### config.mk
export PLATFORM = sky130hd
export DESIGN_NAME = host_rom_loader_flat
export DESIGN_NICKNAME = d
export VERILOG_FILES = /design/src/rtl/host_rom_loader_if.sv /design/src/rtl/host_rom_loader.sv /design/src/flat_wrapper.sv
export SDC_FILE = /design/constraint.sdc
export NUM_CORES = 1
export LEC_CHECK = 0
export CORE_MARGIN = 2
export CORE_UTILIZATION = 35
export DETAILED_ROUTE_END_ITERATION = 10
export PLACE_DENSITY = 0.66
export SETUP_SLACK_MARGIN = 0.1
export SLEW_MARGIN = 5
export SYNTH_ARGS = -nofsm -noshare
export SYNTH_HDL_FRONTEND = slang
export SYNTH_SLANG_ARGS = --single-unit
### constraint.sdc
create_clock -name clk -period 2.38 [get_ports clk]
set_input_delay 0.476 -clock clk [delete_from_list [all_inputs] [get_ports clk]]
set_output_delay 0.476 -clock clk [all_outputs]
set_load 0.02 [all_outputs]
### src/rtl/host_rom_loader_if.sv
// Boot-data handshake from the control module plus the SRAM romwrite port.
interface host_rom_loader_if;
    localparam int unsigned DATA_W = 32;
    localparam int unsigned BYTE_W = 8;
    localparam int unsigned ADDR_W = 19;

    logic [DATA_W-1:0] host_bootdata;
    logic              host_bootdata_req;
    logic              host_bootdata_ack;
    logic [BYTE_W-1:0] romwrite_data;
    logic [ADDR_W-1:0] romwrite_addr;
    logic              romwrite_wr;

    // Host / memory-manager side
    modport master (
        output host_bootdata,
        output host_bootdata_req,
        input  host_bootdata_ack,
        input  romwrite_data,
        input  romwrite_addr,
        input  romwrite_wr
    );

    // Loader side
    modport slave (
        input  host_bootdata,
        input  host_bootdata_req,
        output host_bootdata_ack,
        output romwrite_data,
        output romwrite_addr,
        output romwrite_wr
    );
endinterface

### src/rtl/host_rom_loader.sv
// Unpacks 32-bit boot words (MSB first) into byte writes to SRAM and
// holds rom_initialised low until the whole image has been written.
module host_rom_loader #(
    parameter bit          CONFIG_ON_STARTUP = 1'b1,
    parameter logic [18:0] ROM_LOCATION      = 19'h5c000,
    parameter int unsigned ROM_BYTES         = 65536,
    parameter int unsigned WR_PULSE          = 2
) (
    input  logic             clk,
    input  logic             reset,
    input  logic             host_reset,
    host_rom_loader_if.slave bus,
    output logic             rom_initialised
);
    localparam int unsigned DATA_W  = 32;
    localparam int unsigned BYTE_W  = 8;
    localparam int unsigned ADDR_W  = 19;
    localparam int unsigned CNT_W   = 20;
    localparam int unsigned PULSE_W = (WR_PULSE > 1) ? $clog2(WR_PULSE) : 1;

    typedef enum logic [2:0] {
        S_WAIT_WORD,
        S_SETUP,
        S_STROBE,
        S_HOLD,
        S_DONE
    } state_t;

    state_t              state_q, state_d;
    logic [DATA_W-1:0]   word_q, word_d;
    logic [1:0]          idx_q, idx_d;
    logic [CNT_W-1:0]    cnt_q, cnt_d;
    logic [PULSE_W-1:0]  pulse_q, pulse_d;
    logic                armed_q, armed_d;
    logic                ack_q, ack_d;
    logic                wr_q, wr_d;
    logic [BYTE_W-1:0]   data_q, data_d;
    logic [ADDR_W-1:0]   addr_q, addr_d;
    logic                init_q, init_d;

    logic [CNT_W-1:0]    cnt_inc;
    logic                last_byte;
    logic                pulse_last;
    logic                capture;
    logic [1:0]          idx_inc;
    logic [BYTE_W-1:0]   byte_next;

    assign cnt_inc    = cnt_q + CNT_W'(1);
    assign last_byte  = (cnt_inc == CNT_W'(ROM_BYTES));
    assign pulse_last = (pulse_q == PULSE_W'(WR_PULSE - 1));
    assign capture    = (state_q == S_WAIT_WORD) && bus.host_bootdata_req && armed_q;
    assign idx_inc    = idx_q + 2'd1;

    // Byte of the held word for the following SETUP, MSB first
    always_comb begin
        byte_next = word_q[31:24];
        unique case (idx_inc)
            2'd0: byte_next = word_q[31:24];
            2'd1: byte_next = word_q[23:16];
            2'd2: byte_next = word_q[15:8];
            2'd3: byte_next = word_q[7:0];
            default: byte_next = word_q[31:24];
        endcase
    end

    // State register
    always_ff @(posedge clk) begin
        if (reset) begin
            state_q <= CONFIG_ON_STARTUP ? S_WAIT_WORD : S_DONE;
        end else begin
            state_q <= state_d;
        end
    end

    // Next-state logic; host_reset restarts the load from any state
    always_comb begin
        state_d = state_q;
        if (host_reset) begin
            state_d = S_WAIT_WORD;
        end else begin
            unique case (state_q)
                S_WAIT_WORD: if (capture) state_d = S_SETUP;
                S_SETUP:     state_d = S_STROBE;
                S_STROBE:    if (pulse_last) state_d = S_HOLD;
                S_HOLD: begin
                    if (last_byte)          state_d = S_DONE;
                    else if (idx_q != 2'd3) state_d = S_SETUP;
                    else                    state_d = S_WAIT_WORD;
                end
                S_DONE:      state_d = S_DONE;
                default:     state_d = S_WAIT_WORD;
            endcase
        end
    end

    // Output / datapath next values, registered below
    always_comb begin
        ack_d   = 1'b0;
        wr_d    = 1'b0;
        data_d  = data_q;
        addr_d  = addr_q;
        word_d  = word_q;
        idx_d   = idx_q;
        cnt_d   = cnt_q;
        pulse_d = pulse_q;
        init_d  = init_q;
        armed_d = bus.host_bootdata_req ? armed_q : 1'b1;
        if (host_reset) begin
            addr_d  = ROM_LOCATION;
            cnt_d   = '0;
            idx_d   = '0;
            pulse_d = '0;
            init_d  = 1'b0;
            armed_d = 1'b1;
        end else begin
            unique case (state_q)
                S_WAIT_WORD: begin
                    if (capture) begin
                        word_d  = bus.host_bootdata;
                        data_d  = bus.host_bootdata[31:24];
                        idx_d   = '0;
                        ack_d   = 1'b1;
                        armed_d = 1'b0;
                    end
                end
                S_SETUP: begin
                    wr_d    = 1'b1;
                    pulse_d = '0;
                end
                S_STROBE: begin
                    wr_d    = ~pulse_last;
                    pulse_d = pulse_q + PULSE_W'(1);
                end
                S_HOLD: begin
                    cnt_d = cnt_inc;
                    if (last_byte) begin
                        init_d = 1'b1;
                    end else begin
                        addr_d = addr_q + ADDR_W'(1);
                        if (idx_q != 2'd3) begin
                            idx_d  = idx_inc;
                            data_d = byte_next;
                        end
                    end
                end
                S_DONE: init_d = 1'b1;
                default: ;
            endcase
        end
    end

    // Datapath and output registers
    always_ff @(posedge clk) begin
        if (reset) begin
            word_q  <= '0;
            idx_q   <= '0;
            cnt_q   <= '0;
            pulse_q <= '0;
            armed_q <= 1'b1;
            ack_q   <= 1'b0;
            wr_q    <= 1'b0;
            data_q  <= '0;
            addr_q  <= ROM_LOCATION;
            init_q  <= ~CONFIG_ON_STARTUP;
        end else begin
            word_q  <= word_d;
            idx_q   <= idx_d;
            cnt_q   <= cnt_d;
            pulse_q <= pulse_d;
            armed_q <= armed_d;
            ack_q   <= ack_d;
            wr_q    <= wr_d;
            data_q  <= data_d;
            addr_q  <= addr_d;
            init_q  <= init_d;
        end
    end

    assign bus.host_bootdata_ack = ack_q;
    assign bus.romwrite_wr       = wr_q;
    assign bus.romwrite_data     = data_q;
    assign bus.romwrite_addr     = addr_q;
    assign rom_initialised       = init_q;
endmodule

### src/flat_wrapper.sv
// flat-port wrapper written by rule: the top's interface ports become plain ports
module host_rom_loader_flat 
#(
    parameter bit          CONFIG_ON_STARTUP = 1'b1,
    parameter logic [18:0] ROM_LOCATION      = 19'h5c000,
    parameter int unsigned ROM_BYTES         = 65536,
    parameter int unsigned WR_PULSE          = 2
)
  (clk, reset, host_reset, rom_initialised, bus_host_bootdata, bus_host_bootdata_req, bus_host_bootdata_ack, bus_romwrite_data, bus_romwrite_addr, bus_romwrite_wr);
  host_rom_loader_if bus_i ();
  input  logic clk;
  input  logic reset;
  input  logic host_reset;
  output logic rom_initialised;
  input wire logic [$bits(bus_i.host_bootdata)-1:0] bus_host_bootdata;
  input wire logic [$bits(bus_i.host_bootdata_req)-1:0] bus_host_bootdata_req;
  output wire logic [$bits(bus_i.host_bootdata_ack)-1:0] bus_host_bootdata_ack;
  output wire logic [$bits(bus_i.romwrite_data)-1:0] bus_romwrite_data;
  output wire logic [$bits(bus_i.romwrite_addr)-1:0] bus_romwrite_addr;
  output wire logic [$bits(bus_i.romwrite_wr)-1:0] bus_romwrite_wr;
  assign bus_i.host_bootdata = bus_host_bootdata;
  assign bus_i.host_bootdata_req = bus_host_bootdata_req;
  assign bus_host_bootdata_ack = bus_i.host_bootdata_ack;
  assign bus_romwrite_data = bus_i.romwrite_data;
  assign bus_romwrite_addr = bus_i.romwrite_addr;
  assign bus_romwrite_wr = bus_i.romwrite_wr;
  host_rom_loader #(.CONFIG_ON_STARTUP(CONFIG_ON_STARTUP), .ROM_LOCATION(ROM_LOCATION), .ROM_BYTES(ROM_BYTES), .WR_PULSE(WR_PULSE)) u_core (.clk(clk), .reset(reset), .host_reset(host_reset), .bus(bus_i), .rom_initialised(rom_initialised));
endmodule
# After elaboration in Yosys (flattened, before gate mapping)
# Cells that the tools add are included.
[op_classes] muxes=22 n_eq_ne=14 addsub=4 bitwise_logic=4 reduce_logical=15
[op_table] op="case mux 8 bit (4 select lines)" n=1
[op_table] op="2-to-1 mux 8 bit" n=3
[op_table] op="adder 20 x 1 -> 20 bit, second input constant" n=1
[op_table] op="equality test 20 x 17 -> 1 bit, second input constant" n=1
[op_table] op="adder 19 x 1 -> 19 bit, second input constant" n=1
[op_table] op="case mux 8 bit (2 select lines)" n=1
[op_table] op="case mux 3 bit (5 select lines)" n=1
[op_table] op="2-to-1 mux 3 bit" n=3
[op_table] op="!= test 2 x 1 -> 1 bit, second input constant" n=4
[op_table] op="equality test 3 x 2 -> 1 bit, second input constant" n=2
[op_table] op="2-to-1 mux 1 bit" n=6
[op_table] op="2-to-1 mux 2 bit" n=3
[op_table] op="case mux 1 bit (2 select lines)" n=3
[op_table] op="AND reduction 2 bit" n=3
[op_table] op="nonzero test 2 bit" n=3
[op_table] op="AND reduction 5 bit" n=1
[op_table] op="equality test 2 bit, second input constant" n=2
[op_table] op="!= test 2 bit, second input constant" n=2
[op_table] op="NOT 1 bit" n=4
[op_table] op="case mux 2 bit (2 select lines)" n=1
[op_table] op="AND reduction 4 bit" n=1
[op_table] op="equality test 3 x 1 -> 1 bit, second input constant" n=1
[op_table] op="equality test 3 bit, second input constant" n=1
[op_table] op="zero test 3 bit" n=1
[op_table] op="other kinds (8)" n=9
[word_totals] wordCells=70 ff_bits=89 inputBits=36 out_inout_bits=30

# Longest topological paths before layout
[logic_depth] ltp_word=6 depth_mapped=9

# Worst setup path before layout
# Ideal clock, no wire load.
[synth_timing] path_kind="flip-flop to flip-flop" start="register u_core.cnt_q[0]" end="register u_core.addr_q[18] (netlist: u_core.bus.romwrite_addr[18])" path_stages_with_launch=10 period_less_slack_ns=2.344 t_arrival_ns=2.211 required_ns=2.247 path_slack_ns=0.036 cell_sequence="dfxtp_1 > ha_1 > nand3_1 > nor4_2 > mux2i_1 > o211ai_2 > o311ai_2 > buf_6 > nor3_1 > nand3b_1"
[synth_via] elab_chain_len=4
[synth_rtl] item="from (decl)" line_no="host_rom_loader.sv:32" text="logic [CNT_W-1:0] cnt_q, cnt_d;"
[synth_rtl] item="from (signal assigned)" line_no="host_rom_loader.sv:168" text="cnt_q <= cnt_d;"
[synth_rtl] item="adder 20 x 1 -> 20 bit" line_no="host_rom_loader.sv:48" text="assign cnt_inc = cnt_q + CNT_W'(1);"
[synth_rtl] item="equality test 20 x 17 -> 1 bit" line_no="host_rom_loader.sv:49" text="assign last_byte = (cnt_inc == CNT_W'(ROM_BYTES));"
[synth_rtl] item="NOT 1 bit (no line)"
[synth_rtl] item="AND reduction 2 bit (no line)"
[synth_rtl] item="to (signal assigned)" line_no="host_rom_loader.sv:174" text="addr_q <= addr_d;"
[synth_rtl] item="to (decl)" line_no="host_rom_loader.sv:38" text="logic [ADDR_W-1:0] addr_q, addr_d;"
# Every way passes these cells.
# A chain may end at the register's enable or synchronous reset.

# Worst setup path in the final report
[layout_timing] start="register u_core.cnt_q[11]" end="register u_core.data_q[3] (netlist: u_core.bus.romwrite_data[3])"
[layout_via] elab_chain_len=4
[layout_rtl] item="adder 20 x 1 -> 20 bit" line_no="host_rom_loader.sv:48"
[layout_rtl] item="equality test 20 x 17 -> 1 bit" line_no="host_rom_loader.sv:49"
[layout_rtl] item="!= test 2 bit (no line)"
[layout_rtl] item="AND reduction 5 bit (no line)"
[layout_rtl] item="to (signal assigned)" line_no="host_rom_loader.sv:173" text="data_q <= data_d;"
[layout_rtl] item="to (decl)" line_no="host_rom_loader.sv:37" text="logic [BYTE_W-1:0] data_q, data_d;"
# Every way passes these cells.

==> flow_summary.toml <==
[status]
status = "finished, final reports clean"

[synth]
synth.avg_cell_area_um2 = 8.13
syn_area_um2 = 4350
synth_top_area_share_pct = 41.0
synth.distinct_cells = 55
synth_area_leaders = "dfxtp_1, nand2_1, a21oi_1"
synth_area_leader_cell = "dfxtp_1"
ys_warn_count = 0
synth_cells = 535
synth-edff-count = 0
synth-seq-area-share_pct = 41.0
synth_seq_cells = 89
postSynth.topFlopCell = "dfxtp_1"
syn_nets = 578
async_reset_ff_share_pct = 0

[global_routing]
track_usage_pct = 17.0
antenna_found_initial = 0
grt_pass1_vias = 3870
grt.overflow.total = 0
grt_pass1_wl_um = 18200
grt_max_degree = 42

[floorplan]
dieHeight_um = 115
rows = 40
die_w_um = 115
io-pin-count = 66
initial_core_util_pct = 36.1
coreArea_um2 = 12100
dieArea_um2 = 13300

[worst_setup_path]
critical_path_peak_fanout = 8
r2r_slack_ns = 0.02
start_kind = "register"
reg2reg_depth = 8
r2r_end = "u_core.bus.romwrite_data[3]$_SDFFE_PP0P_"
r2r-start = "u_core.cnt_q[11]$_SDFFE_PP0P_"
worstPathRequired_ns = 2.58
criticalPathCategory = "register to register"
critPathCaptureType = "register"
arrival_ns = 2.56

[sta]
setup-tns-final_ns = 0
slew_headroom_pct = 58.8
maxSlewViolCount = 0
rsz0062_at_grt = "true"
setup_viol = 0
timing.final.crit_share_pct = 99.2
worst_pin_slew_ns = 0.619
min_period_ns = 2.36
timing.fmax_mhz = 424
skew_ns = 0.0102
finalHoldViolCount = 0

[power]
p_switching_uw = 779
p_seq_share_pct = 45.5
p_clk_share_pct = 46.8
p_int_mw = 2.61
p_comb_share_pct = 7.7
leakagePower_nw = 2.13
netSwitchingFraction_pct = 23.0
vdd_drop_max_v = 0.000347
power_density_nw_per_um2 = 562

[clock_network]
cts_tree = "built"
cts-buffers-inserted = 9
cts_sinks = 89
htreeDepth = 3
clkTransAtPathRegs_ns = 0.07
insertion_delay_ns = 0.34
cts_buffer_depth = 2
ctsHoldBuffers = 0
cts_root_buf = "clkbuf_16"

[finish]
num-fill-cells = 1138
layout.nets = 665
utilization_pct = 50.1
layout_commonest_cell = "nand2_1"
n_antenna_cell = 0
final_cell_mix = "nand2_1, dfxtp_1, clkdlybuf4s50_1"
stdcell_count = 795
drive_gt1_share_pct = 19.8
areaGrowthSynthToFinish_pct = 38.9

[hold_path]
min_to = "u_core.word_q[13]$_SDFFE_PP0P_"
whs_path_depth = 2
hp-start = "u_core.word_q[13]$_SDFFE_PP0P_"
hold_class = "register to register"

[place]
dp_hpwl_um = 7780
io_buffers = 65
gp_congestion = 0.815
dp.cells = 761

[routing]
drt_iter0_markers = 263
via_per_inst = 5.27
route.detailed.drc = 0
wl_um = 11600
vias = 4189
post_drt_wl_per_cell_um = 14.5
firstDrtPassIters = 5
drtAntennaViolNets = 0

[run]
maxCapViolCount = 0
## synthesized netlist by cell type, drive strengths merged (10+ instances only)
library cell and count:
nand2 92, o31ai 14, nand4 10, o21ai 13
xor2 16, buf 18, a21oi 63, or4 12
dfxtp 89, nand3 17, clkbuf 26, inv 14
nor2 51, or3 11
## worst max path at each step
stage                                   from                                  endpoint  slack (ns)  cells past startpoint
6_report       u_core.cnt_q[11]$_SDFFE_PP0P_  u_core.bus.romwrite_data[3]$_SDFFE_PP0P_        0.02                      8
5_1_grt         u_core.cnt_q[8]$_SDFFE_PP0P_  u_core.bus.romwrite_data[2]$_SDFFE_PP0P_       -0.07                      8
4_1_cts         u_core.cnt_q[4]$_SDFFE_PP0P_  u_core.bus.romwrite_addr[1]$_SDFFE_PP0P_        0.06                      9
3_5_place_dp    u_core.cnt_q[6]$_SDFFE_PP0P_  u_core.bus.romwrite_data[3]$_SDFFE_PP0P_       -0.13                      8
3_3_place_gp           bus_host_bootdata_req            u_core.word_q[22]$_SDFFE_PP0P_      -0.004                      8
2_1_floorplan   u_core.cnt_q[7]$_SDFFE_PP0P_  u_core.bus.romwrite_addr[1]$_SDFFE_PP0P_        0.10                      8
## cells by family (layout without fill, tap and decap cells)
kind of cell               after synthesis  after routing  share of synthesized area [%]
xor gates and xnor gates                24             24                           4.83
adders and majority gates                7              7                           2.01
muxes                                    3              3                          0.690
buffers and inverters                   58            150                           5.98
and+or+nand+nor                        224            224                           25.1
DFF                                     89             89                           41.0
AOI/OAI and AO/OA                      130            130                           20.4
## timing repair
action                                  CTS  global route
endpoints found under the setup margin   32            32
resized for setup                        22            28
pin swaps                                 6            15
gates cloned                              0             1
buffers inserted                          3            14
## power groups by stage
stage                     logic [mW]  registers, mW  clock network, mW
after floorplan                0.118           1.59                  0
after global placement         0.253           1.58                  0
after detailed placement       0.257           1.59                  0
after CTS                      0.260           1.55               1.62
after global routing           0.285           1.55               1.70
final                          0.262           1.54               1.59
## routing by layer
layer / global-route usage, % / part of all wire (%) / wire length, µm
met1: 21.1 / 44 / 5040
met2: 29.4 / 51 / 5880
met3: 3.97 / 4.4 / 504
met4: 5.30 / 1.1 / 131
met5: 0 / 0 / 0
## layout make-up
| class | instances | area, µm² | share of cell area (%) |
|---|---|---|---|
| clock buffers | 10 | 239 | 3.96 |
| inverters | 14 | 52.6 | 0.870 |
| repair buffers | 120 | 1140 | 18.9 |
| flip-flops and latches | 89 | 1820 | 30.1 |
| clock inverters | 6 | 97.6 | 1.62 |
| multi-input cells | 388 | 2480 | 41.1 |
| well taps | 168 | 210 | 3.48 |
## critical path: stages (launching register included)
cell and delay, ns:
dfxtp_2 0.35, nand4_1 0.19, nor4_4 0.33, mux2i_1 0.26, o211ai_2 0.16, buf_4 0.17
o31a_1 0.34, o21bai_4 0.28, a221oi_1 0.14
## state kept, by name, summed over array words and instances (netlist names)
register / cells
u_core.state_q: 3
u_core.rom_initialised: 1
u_core.bus.romwrite_addr: 19
u_core.pulse_last: 1
u_core.bus.romwrite_wr: 1
u_core.idx_q: 2
u_core.bus.host_bootdata_ack: 1
u_core.word_q: 32
u_core.armed_q: 1
u_core.bus.romwrite_data: 8
u_core.cnt_q: 20
## metrics by stage
stage / cell area (µm²) / setup WS [ns] / total power, mW / hold slack [ns]
floorplan: 4380 / 0.102 / 1.71 / 0.436
global placement: 5350 / -0.00361 / 1.84 / 0.441
detailed placement: 5350 / -0.132 / 1.84 / 0.447
CTS: 5800 / 0.0602 / 3.43 / 0.457
global route: 6040 / -0.0743 / 3.53 / 0.479
finish: 6040 / 0.0194 / 3.39 / 0.456
(Power assumes the default switching activity.)
